File: src/rtl/nbuf_ctrl_if.sv
// Writer/reader frame handshake bundle for nbuf_ctrl.
// master = frame clients (writer and reader), slave = the controller.
interface nbuf_ctrl_if;
  logic        wr_sync;
  logic        wr_frame_ready;
  logic        wr_frame_valid;
  logic        wr_frame_done;
  logic [31:0] wr_BUF_ADDR;
  logic [31:0] wr_FRAME_BYTES;
  logic        rd_sync;
  logic        rd_frame_ready;
  logic        rd_frame_valid;
  logic        rd_frame_done;
  logic [31:0] rd_BUF_ADDR;
  logic [31:0] rd_FRAME_BYTES;

  modport master (
    output wr_sync, wr_frame_ready, rd_sync, rd_frame_ready,
    input  wr_frame_valid, wr_frame_done, wr_BUF_ADDR, wr_FRAME_BYTES,
    input  rd_frame_valid, rd_frame_done, rd_BUF_ADDR, rd_FRAME_BYTES
  );

  modport slave (
    input  wr_sync, wr_frame_ready, rd_sync, rd_frame_ready,
    output wr_frame_valid, wr_frame_done, wr_BUF_ADDR, wr_FRAME_BYTES,
    output rd_frame_valid, rd_frame_done, rd_BUF_ADDR, rd_FRAME_BYTES
  );
endinterface

File: src/rtl/nbuf_ctrl.sv
// N-buffer frame controller: hands DRAM frame buffers between one writer and one
// reader, in latest-frame (MODE=0, drops stale frames) or FIFO (MODE=1) order.
module nbuf_ctrl #(
  parameter int NBUF  = 3,
  parameter int MODE  = 0,
  parameter int CNT_W = 16,
  parameter int IDX_W = $clog2(NBUF)
) (
  input  logic              fclk,
  input  logic              rst,
  input  logic              start,
  input  logic [31:0]       FRAME_BYTES,
  input  logic [31:0]       BUF_BASE,
  nbuf_ctrl_if.slave        bus,
  output logic [CNT_W-1:0]  drop_count,
  output logic [CNT_W-1:0]  underrun_count,
  output logic [IDX_W:0]    ready_count
);

  generate
    if (MODE < 0 || MODE > 1 || NBUF > 8 || (MODE == 0 && NBUF < 3) || (MODE == 1 && NBUF < 2)) begin : g_bad_param
      $error("nbuf_ctrl: NBUF/MODE combination out of range");
    end
  endgenerate

  typedef enum logic [1:0] {ST_STOPPED, ST_WAIT, ST_WORKING} fsm_e;
  typedef enum logic [1:0] {B_FREE, B_WRITING, B_READY, B_READING} buf_e;

  fsm_e             wr_cs, rd_cs;
  logic [IDX_W-1:0] wr_ptr_q, rd_ptr_q;
  buf_e             buf_st_q [NBUF];

  logic [IDX_W-1:0] q_mem_q [NBUF];
  logic [IDX_W-1:0] head_q, head_d, tail_q, tail_d;
  logic [IDX_W:0]   count_q, count_d;
  logic [CNT_W-1:0] drop_q, drop_d, underrun_q;

  logic             free_any;
  logic [IDX_W-1:0] free_idx;
  logic [IDX_W-1:0] head_idx;
  logic             wr_grant, wr_done, rd_grant, rd_done, rd_underrun, flush;

  function automatic logic [IDX_W-1:0] ptr_inc(input logic [IDX_W-1:0] p);
    return (p == IDX_W'(NBUF - 1)) ? '0 : p + 1'b1;
  endfunction

  // Lowest-index FREE buffer wins the writer grant.
  always_comb begin
    free_any = 1'b0;
    free_idx = '0;
    for (int i = NBUF - 1; i >= 0; i--) begin
      if (buf_st_q[i] == B_FREE) begin
        free_any = 1'b1;
        free_idx = IDX_W'(i);
      end
    end
  end

  assign head_idx    = q_mem_q[head_q];
  assign wr_grant    = (wr_cs == ST_WAIT) && bus.wr_sync && bus.wr_frame_ready && free_any;
  assign wr_done     = (wr_cs == ST_WORKING) && bus.wr_frame_ready;
  assign rd_grant    = (rd_cs == ST_WAIT) && bus.rd_sync && bus.rd_frame_ready && (count_q != '0);
  assign rd_underrun = (rd_cs == ST_WAIT) && bus.rd_sync && bus.rd_frame_ready && (count_q == '0);
  assign rd_done     = (rd_cs == ST_WORKING) && bus.rd_frame_ready;
  assign flush       = (MODE == 0) && wr_done;

  assign bus.wr_frame_valid = wr_grant;
  assign bus.wr_frame_done  = wr_done;
  assign bus.rd_frame_valid = rd_grant;
  assign bus.rd_frame_done  = rd_done;
  assign bus.wr_BUF_ADDR    = BUF_BASE + 32'(wr_ptr_q) * FRAME_BYTES;
  assign bus.rd_BUF_ADDR    = BUF_BASE + 32'(rd_ptr_q) * FRAME_BYTES;
  assign bus.wr_FRAME_BYTES = FRAME_BYTES;
  assign bus.rd_FRAME_BYTES = FRAME_BYTES;
  assign drop_count         = drop_q;
  assign underrun_count     = underrun_q;
  assign ready_count        = count_q;

  always_ff @(posedge fclk or posedge rst) begin
    if (rst) begin
      wr_cs    <= ST_STOPPED;
      wr_ptr_q <= '0;
    end else begin
      case (wr_cs)
        ST_STOPPED: if (start) wr_cs <= ST_WAIT;
        ST_WAIT: begin
          if (wr_grant) begin
            wr_cs    <= ST_WORKING;
            wr_ptr_q <= free_idx;
          end else if (!start) begin
            wr_cs <= ST_STOPPED;
          end
        end
        ST_WORKING: if (bus.wr_frame_ready) wr_cs <= start ? ST_WAIT : ST_STOPPED;
        default: wr_cs <= ST_STOPPED;
      endcase
    end
  end

  always_ff @(posedge fclk or posedge rst) begin
    if (rst) begin
      rd_cs    <= ST_STOPPED;
      rd_ptr_q <= '0;
    end else begin
      case (rd_cs)
        ST_STOPPED: if (start) rd_cs <= ST_WAIT;
        ST_WAIT: begin
          if (rd_grant) begin
            rd_cs    <= ST_WORKING;
            rd_ptr_q <= head_idx;
          end else if (!start) begin
            rd_cs <= ST_STOPPED;
          end
        end
        ST_WORKING: if (bus.rd_frame_ready) rd_cs <= start ? ST_WAIT : ST_STOPPED;
        default: rd_cs <= ST_STOPPED;
      endcase
    end
  end

  // Events on one buffer never collide except the flush, which yields to the pop.
  genvar gi;
  generate
    for (gi = 0; gi < NBUF; gi++) begin : g_buf
      always_ff @(posedge fclk or posedge rst) begin
        if (rst) begin
          buf_st_q[gi] <= B_FREE;
        end else if (wr_grant && free_idx == IDX_W'(gi)) begin
          buf_st_q[gi] <= B_WRITING;
        end else if (wr_done && wr_ptr_q == IDX_W'(gi)) begin
          buf_st_q[gi] <= B_READY;
        end else if (rd_grant && head_idx == IDX_W'(gi)) begin
          buf_st_q[gi] <= B_READING;
        end else if (rd_done && rd_ptr_q == IDX_W'(gi)) begin
          buf_st_q[gi] <= B_FREE;
        end else if (flush && buf_st_q[gi] == B_READY) begin
          buf_st_q[gi] <= B_FREE;
        end
      end
    end
  endgenerate

  always_ff @(posedge fclk) begin
    if (wr_done) q_mem_q[tail_q] <= wr_ptr_q;
  end

  // A latest-frame push discards whatever survived the pop and restarts the queue at tail.
  always_comb begin
    head_d  = rd_grant ? ptr_inc(head_q) : head_q;
    tail_d  = wr_done ? ptr_inc(tail_q) : tail_q;
    count_d = count_q + (IDX_W+1)'(wr_done) - (IDX_W+1)'(rd_grant);
    drop_d  = drop_q;
    if (flush) begin
      head_d  = tail_q;
      count_d = (IDX_W+1)'(1);
      drop_d  = drop_q + CNT_W'(count_q) - CNT_W'(rd_grant);
    end
  end

  always_ff @(posedge fclk or posedge rst) begin
    if (rst) begin
      head_q     <= '0;
      tail_q     <= '0;
      count_q    <= '0;
      drop_q     <= '0;
      underrun_q <= '0;
    end else begin
      head_q  <= head_d;
      tail_q  <= tail_d;
      count_q <= count_d;
      drop_q  <= drop_d;
      if (rd_underrun) underrun_q <= underrun_q + 1'b1;
    end
  end

endmodule

File: src/flat_wrapper.sv
// flat-port wrapper written by rule: the top's interface ports become plain ports
module nbuf_ctrl_flat 
#(
  parameter int NBUF  = 3,
  parameter int MODE  = 0,
  parameter int CNT_W = 16,
  parameter int IDX_W = $clog2(NBUF)
)
  (fclk, rst, start, FRAME_BYTES, BUF_BASE, drop_count, underrun_count, ready_count, bus_wr_sync, bus_wr_frame_ready, bus_rd_sync, bus_rd_frame_ready, bus_wr_frame_valid, bus_wr_frame_done, bus_wr_BUF_ADDR, bus_wr_FRAME_BYTES, bus_rd_frame_valid, bus_rd_frame_done, bus_rd_BUF_ADDR, bus_rd_FRAME_BYTES);
  nbuf_ctrl_if bus_i ();
  input  logic fclk;
  input  logic rst;
  input  logic start;
  input  logic [31:0] FRAME_BYTES;
  input  logic [31:0] BUF_BASE;
  output logic [CNT_W-1:0] drop_count;
  output logic [CNT_W-1:0] underrun_count;
  output logic [IDX_W:0] ready_count;
  input wire logic [$bits(bus_i.wr_sync)-1:0] bus_wr_sync;
  input wire logic [$bits(bus_i.wr_frame_ready)-1:0] bus_wr_frame_ready;
  input wire logic [$bits(bus_i.rd_sync)-1:0] bus_rd_sync;
  input wire logic [$bits(bus_i.rd_frame_ready)-1:0] bus_rd_frame_ready;
  output wire logic [$bits(bus_i.wr_frame_valid)-1:0] bus_wr_frame_valid;
  output wire logic [$bits(bus_i.wr_frame_done)-1:0] bus_wr_frame_done;
  output wire logic [$bits(bus_i.wr_BUF_ADDR)-1:0] bus_wr_BUF_ADDR;
  output wire logic [$bits(bus_i.wr_FRAME_BYTES)-1:0] bus_wr_FRAME_BYTES;
  output wire logic [$bits(bus_i.rd_frame_valid)-1:0] bus_rd_frame_valid;
  output wire logic [$bits(bus_i.rd_frame_done)-1:0] bus_rd_frame_done;
  output wire logic [$bits(bus_i.rd_BUF_ADDR)-1:0] bus_rd_BUF_ADDR;
  output wire logic [$bits(bus_i.rd_FRAME_BYTES)-1:0] bus_rd_FRAME_BYTES;
  assign bus_i.wr_sync = bus_wr_sync;
  assign bus_i.wr_frame_ready = bus_wr_frame_ready;
  assign bus_i.rd_sync = bus_rd_sync;
  assign bus_i.rd_frame_ready = bus_rd_frame_ready;
  assign bus_wr_frame_valid = bus_i.wr_frame_valid;
  assign bus_wr_frame_done = bus_i.wr_frame_done;
  assign bus_wr_BUF_ADDR = bus_i.wr_BUF_ADDR;
  assign bus_wr_FRAME_BYTES = bus_i.wr_FRAME_BYTES;
  assign bus_rd_frame_valid = bus_i.rd_frame_valid;
  assign bus_rd_frame_done = bus_i.rd_frame_done;
  assign bus_rd_BUF_ADDR = bus_i.rd_BUF_ADDR;
  assign bus_rd_FRAME_BYTES = bus_i.rd_FRAME_BYTES;
  nbuf_ctrl #(.NBUF(NBUF), .MODE(MODE), .CNT_W(CNT_W), .IDX_W(IDX_W)) u_core (.fclk(fclk), .rst(rst), .start(start), .FRAME_BYTES(FRAME_BYTES), .BUF_BASE(BUF_BASE), .bus(bus_i), .drop_count(drop_count), .underrun_count(underrun_count), .ready_count(ready_count));
endmodule
File: config.mk
export PLATFORM = sky130hd
export DESIGN_NAME = nbuf_ctrl_flat
export DESIGN_NICKNAME = d
export VERILOG_FILES = /design/src/rtl/nbuf_ctrl_if.sv /design/src/rtl/nbuf_ctrl.sv /design/src/flat_wrapper.sv
export SDC_FILE = /design/constraint.sdc
export NUM_CORES = 1
export LEC_CHECK = 0
export BUFFER_PORTS_ARGS = -buffer_cell sky130_fd_sc_hd__buf_2
export CAP_MARGIN = 20
export CORE_ASPECT_RATIO = 2
export CORE_MARGIN = 3
export CORE_UTILIZATION = 50
export DETAILED_ROUTE_END_ITERATION = 10
export GPL_TIMING_DRIVEN = 0
export PLACE_DENSITY_LB_ADDON = 0.25
export SYNTH_ARGS = -nofsm -noshare
export SYNTH_HDL_FRONTEND = slang
export SYNTH_SLANG_ARGS = --single-unit
File: constraint.sdc
create_clock -name fclk -period 4.12 [get_ports fclk]
set_input_delay 0.618 -clock fclk [delete_from_list [all_inputs] [get_ports fclk]]
set_output_delay 0.618 -clock fclk [all_outputs]
set_load 0.02 [all_outputs]
==> results_dict.tcl <==
set metrics [dict create \
    drv_slew 0 \
    hold_viol_final 0 \
    violations "negative setup slack" \
    cts_root_buffer "clkbuf_16" \
    hpwl_mm 22.18 \
    met1_length_mm 9.858 \
    reg2reg_depth 13 \
    fin_ws_ns -0.7952 \
    wl_met3_mm 1.935 \
    die_y_um 197.6 \
    nets 1757 \
    synthDistinctLibCells 66 \
    hold_class "primary input to asynchronous set/reset pin" \
    syn_area_um2 9178 \
    clk_pin_slew_ns 0.05 \
    top_layer "met4" \
    wirelength_mm 32.23 \
    io_buffers 237 \
    viasPerCell 5.569 \
    utilization_pct 75.63 \
    syn_inst 1173 \
    fin_crit_ns 4.915 \
    synth_edf_count 6 \
    ys_ff_latch 59 \
    cts_sinks 59 \
    worstSetupEndpointType "primary output" \
    relSlewSlack_pct 56.16 \
    drive_gt1_share_pct 41.54 \
    critPathKind "flop to primary output" \
    track_usage_pct 30.30 \
    die_area_um2 20120 \
    worstPathMaxFanout 2 \
    hold_slack_ns 0.3161 \
    tns_ns -17.58 \
    fmax_mhz 203.5 \
    clkLatencyLatePin_ns 0.33 \
    synth_nets 1392 \
    gp_congestion 0.9403 \
    antennaDiodeCount 0 \
    setup_viol 42 \
    first_pass_iters 5 \
    vias 9780 \
    antenna_found_initial 0 \
    cts_tree "done" \
    grt_pass1_vias 9938 \
    start_util_pct 51.35 \
    async_reset_ff_share_pct 89.83 \
    cellPowerDensity_nw_per_um2 918.5 \
    io_pins 238 \
    ir_drop_mv 0.5853 \
    cts_buffers 9 \
    fin_crit_sh_pct 119.3 \
    maxCapViolCount 0 \
    coreArea_um2 17870 \
    clock_skew_ns 0.009641 \
    die_w_um 101.8 \
    worst_setup_path_start_kind "flop" \
    ys_warn_count 0 \
    nFillCells 1349 \
    grt_overflow 0 \
    crit_required_ns 3.50 \
    grt_pass1_wl_mm 48.13 \
    ys.flop_type "dfrtp_1" \
    drt_iter0_drc 350 \
    drc_errors 0 \
    h-tree-depth 3 \
    row_count 69 \
    ant_nets 0 \
    syn_to_final_growth_pct 47.27 \
    syn_avg_cell_area_um2 7.824 \
    ys_seq_area_share_pct 16.41 \
    worst_pin_slew_ns 0.6521 \
    route.met2.wl_mm 18.42 \
    cts_buffer_depth 2 \
    rsz0062_at_grt "true" \
    status "finished with violations" \
    wl_per_cell_um 18.36 \
    p_leak_nw 7.258 \
    grt_max_degree 33 \
    worstPathArrival_ns 4.30 \
]
## Yosys cell counts (10+ instances only)
cell        n  area [um^2]
a21o_1     47        352.8
a21oi_1    59        295.3
a31oi_1    14        87.58
and2_1     20        125.1
buf_4      64        480.5
clkbuf_1   32        120.1
dfrtp_1    53         1326
fa_1       64         1281
ha_1       84         1051
inv_1     195        732.0
nand2_1   178        668.1
nand3_1    14        70.07
nand4_1    11        68.82
nor2_1     45        168.9
nor2b_1    10        62.56
nor3_1     13        65.06
o21a_1     12        90.09
o21ai_0    45        225.2
o21bai_1   10        75.07
xnor2_1    64        560.5
xor2_1     27        236.5
## placed cells by master (no fill, tap or decap), drive strengths merged, types with 4 or more instances in the layout
cell type,count
a211oi,5
a21o,47
a21oi,62
a221o,5
a31oi,15
and2,20
and3,9
buf,429
clkbuf,34
dfrtp,53
edfxtp,6
fa,64
ha,84
inv,195
nand2,178
nand2b,6
nand3,14
nand4,11
nor2,45
nor2b,10
nor3,13
nor3b,4
o211ai,6
o21a,12
o21ai,48
o21bai,10
o31a,6
o31ai,5
xnor2,64
xor2,27
## final cells by class
type | instances | area [um^2] | share of cell area [%]
clock buffer | 12 | 246.5 | 1.824
tap | 213 | 266.5 | 1.972
multi-input combinational | 822 | 7485 | 55.38
sequential | 59 | 1508 | 11.16
timing repair buffer | 361 | 2479 | 18.34
buffer | 90 | 748.2 | 5.536
inverter | 195 | 732.0 | 5.416
clock inverter | 4 | 51.30 | 0.3796
## critical path, cell delays in order (launching register included)
cell and delay [ns]:
dfrtp_1 0.41, clkbuf_16 0.16, and2_4 0.15, fa_1 0.44
ha_2 0.20, fa_2 0.34, a21o_1 0.23, a21oi_4 0.17
o21ai_4 0.10, a221o_2 0.45, buf_4 0.17, a31o_4 0.24
a41oi_4 0.24, o311ai_2 0.12, a31oi_2 0.25, xnor2_2 0.14
buf_4 0.16
## cells by family after synthesis
logic type,Yosys count,share of synthesized area [%]
AOI/OAI and AO/OA,252,18.38
xor gates and xnor gates,91,8.684
adders and majority gates,148,25.41
buffers and inverters,292,14.56
DFF,59,16.41
muxes,3,0.3408
and+or+nand+nor,328,16.21
## report_power, final
part / switching, W / total, W / internal (W)
Combinational: 0.00583 / 0.0107 / 0.00487
Clock: 0.000269 / 0.000754 / 0.000485
Sequential: 0.000193 / 0.000962 / 0.000770
## flip-flops by register name, indices dropped and copies added (netlist names), 3 cells and up
name and cells:
u_core.buf_st_q 6, u_core.drop_count 16, u_core.q_mem_q 6, u_core.ready_count 3, u_core.underrun_count 16
## stage by stage
| step | instance area [um^2] | worst slack, ns | total power, W | cells |
|---|---|---|---|---|
| after floorplan | 9296 | -0.2949 | 0.006471 | 1173 |
| after global placement | 10750 | -1.163 | 0.008452 | 1623 |
| after detailed placement | 10770 | -1.192 | 0.008563 | 1624 |
| after CTS | 12800 | -0.8382 | 0.01123 | 1728 |
| after global routing | 13520 | -0.9136 | 0.01327 | 1756 |
| final | 13520 | -0.7952 | 0.01241 | 1756 |
## layer usage
layer  global-route usage, %  vias up
met5                       0        -
met4                   16.37        0
met3                   5.338      152
li1                        -     4517
met2                   60.13      364
met1                   27.56     4747
## worst paths after layout
path	start	endpoint	slack [ns]
max	u_core.rd_ptr_q[1]	bus_rd_BUF_ADDR[29]	-0.80
min	rst	u_core.underrun_count[0]	0.32
max reg2reg	u_core.rd_cs[1]	u_core.drop_count[15]	0.37
min reg2reg	u_core.underrun_count[15]	u_core.underrun_count[15]	0.48
max in group asynchronous	rst	u_core.rd_ptr_q[0]	3.25
min in group fclk	u_core.underrun_count[15]	u_core.underrun_count[15]	0.48
## timing repair
action                                  CTS  global route
cloned                                    1             0
gates resized for setup                 247           120
pin swaps                                88            94
hold buffers                              0             0
endpoints found under the setup margin   51            48
setup buffers                            91            38
Power figures use the tool's default switching activity.
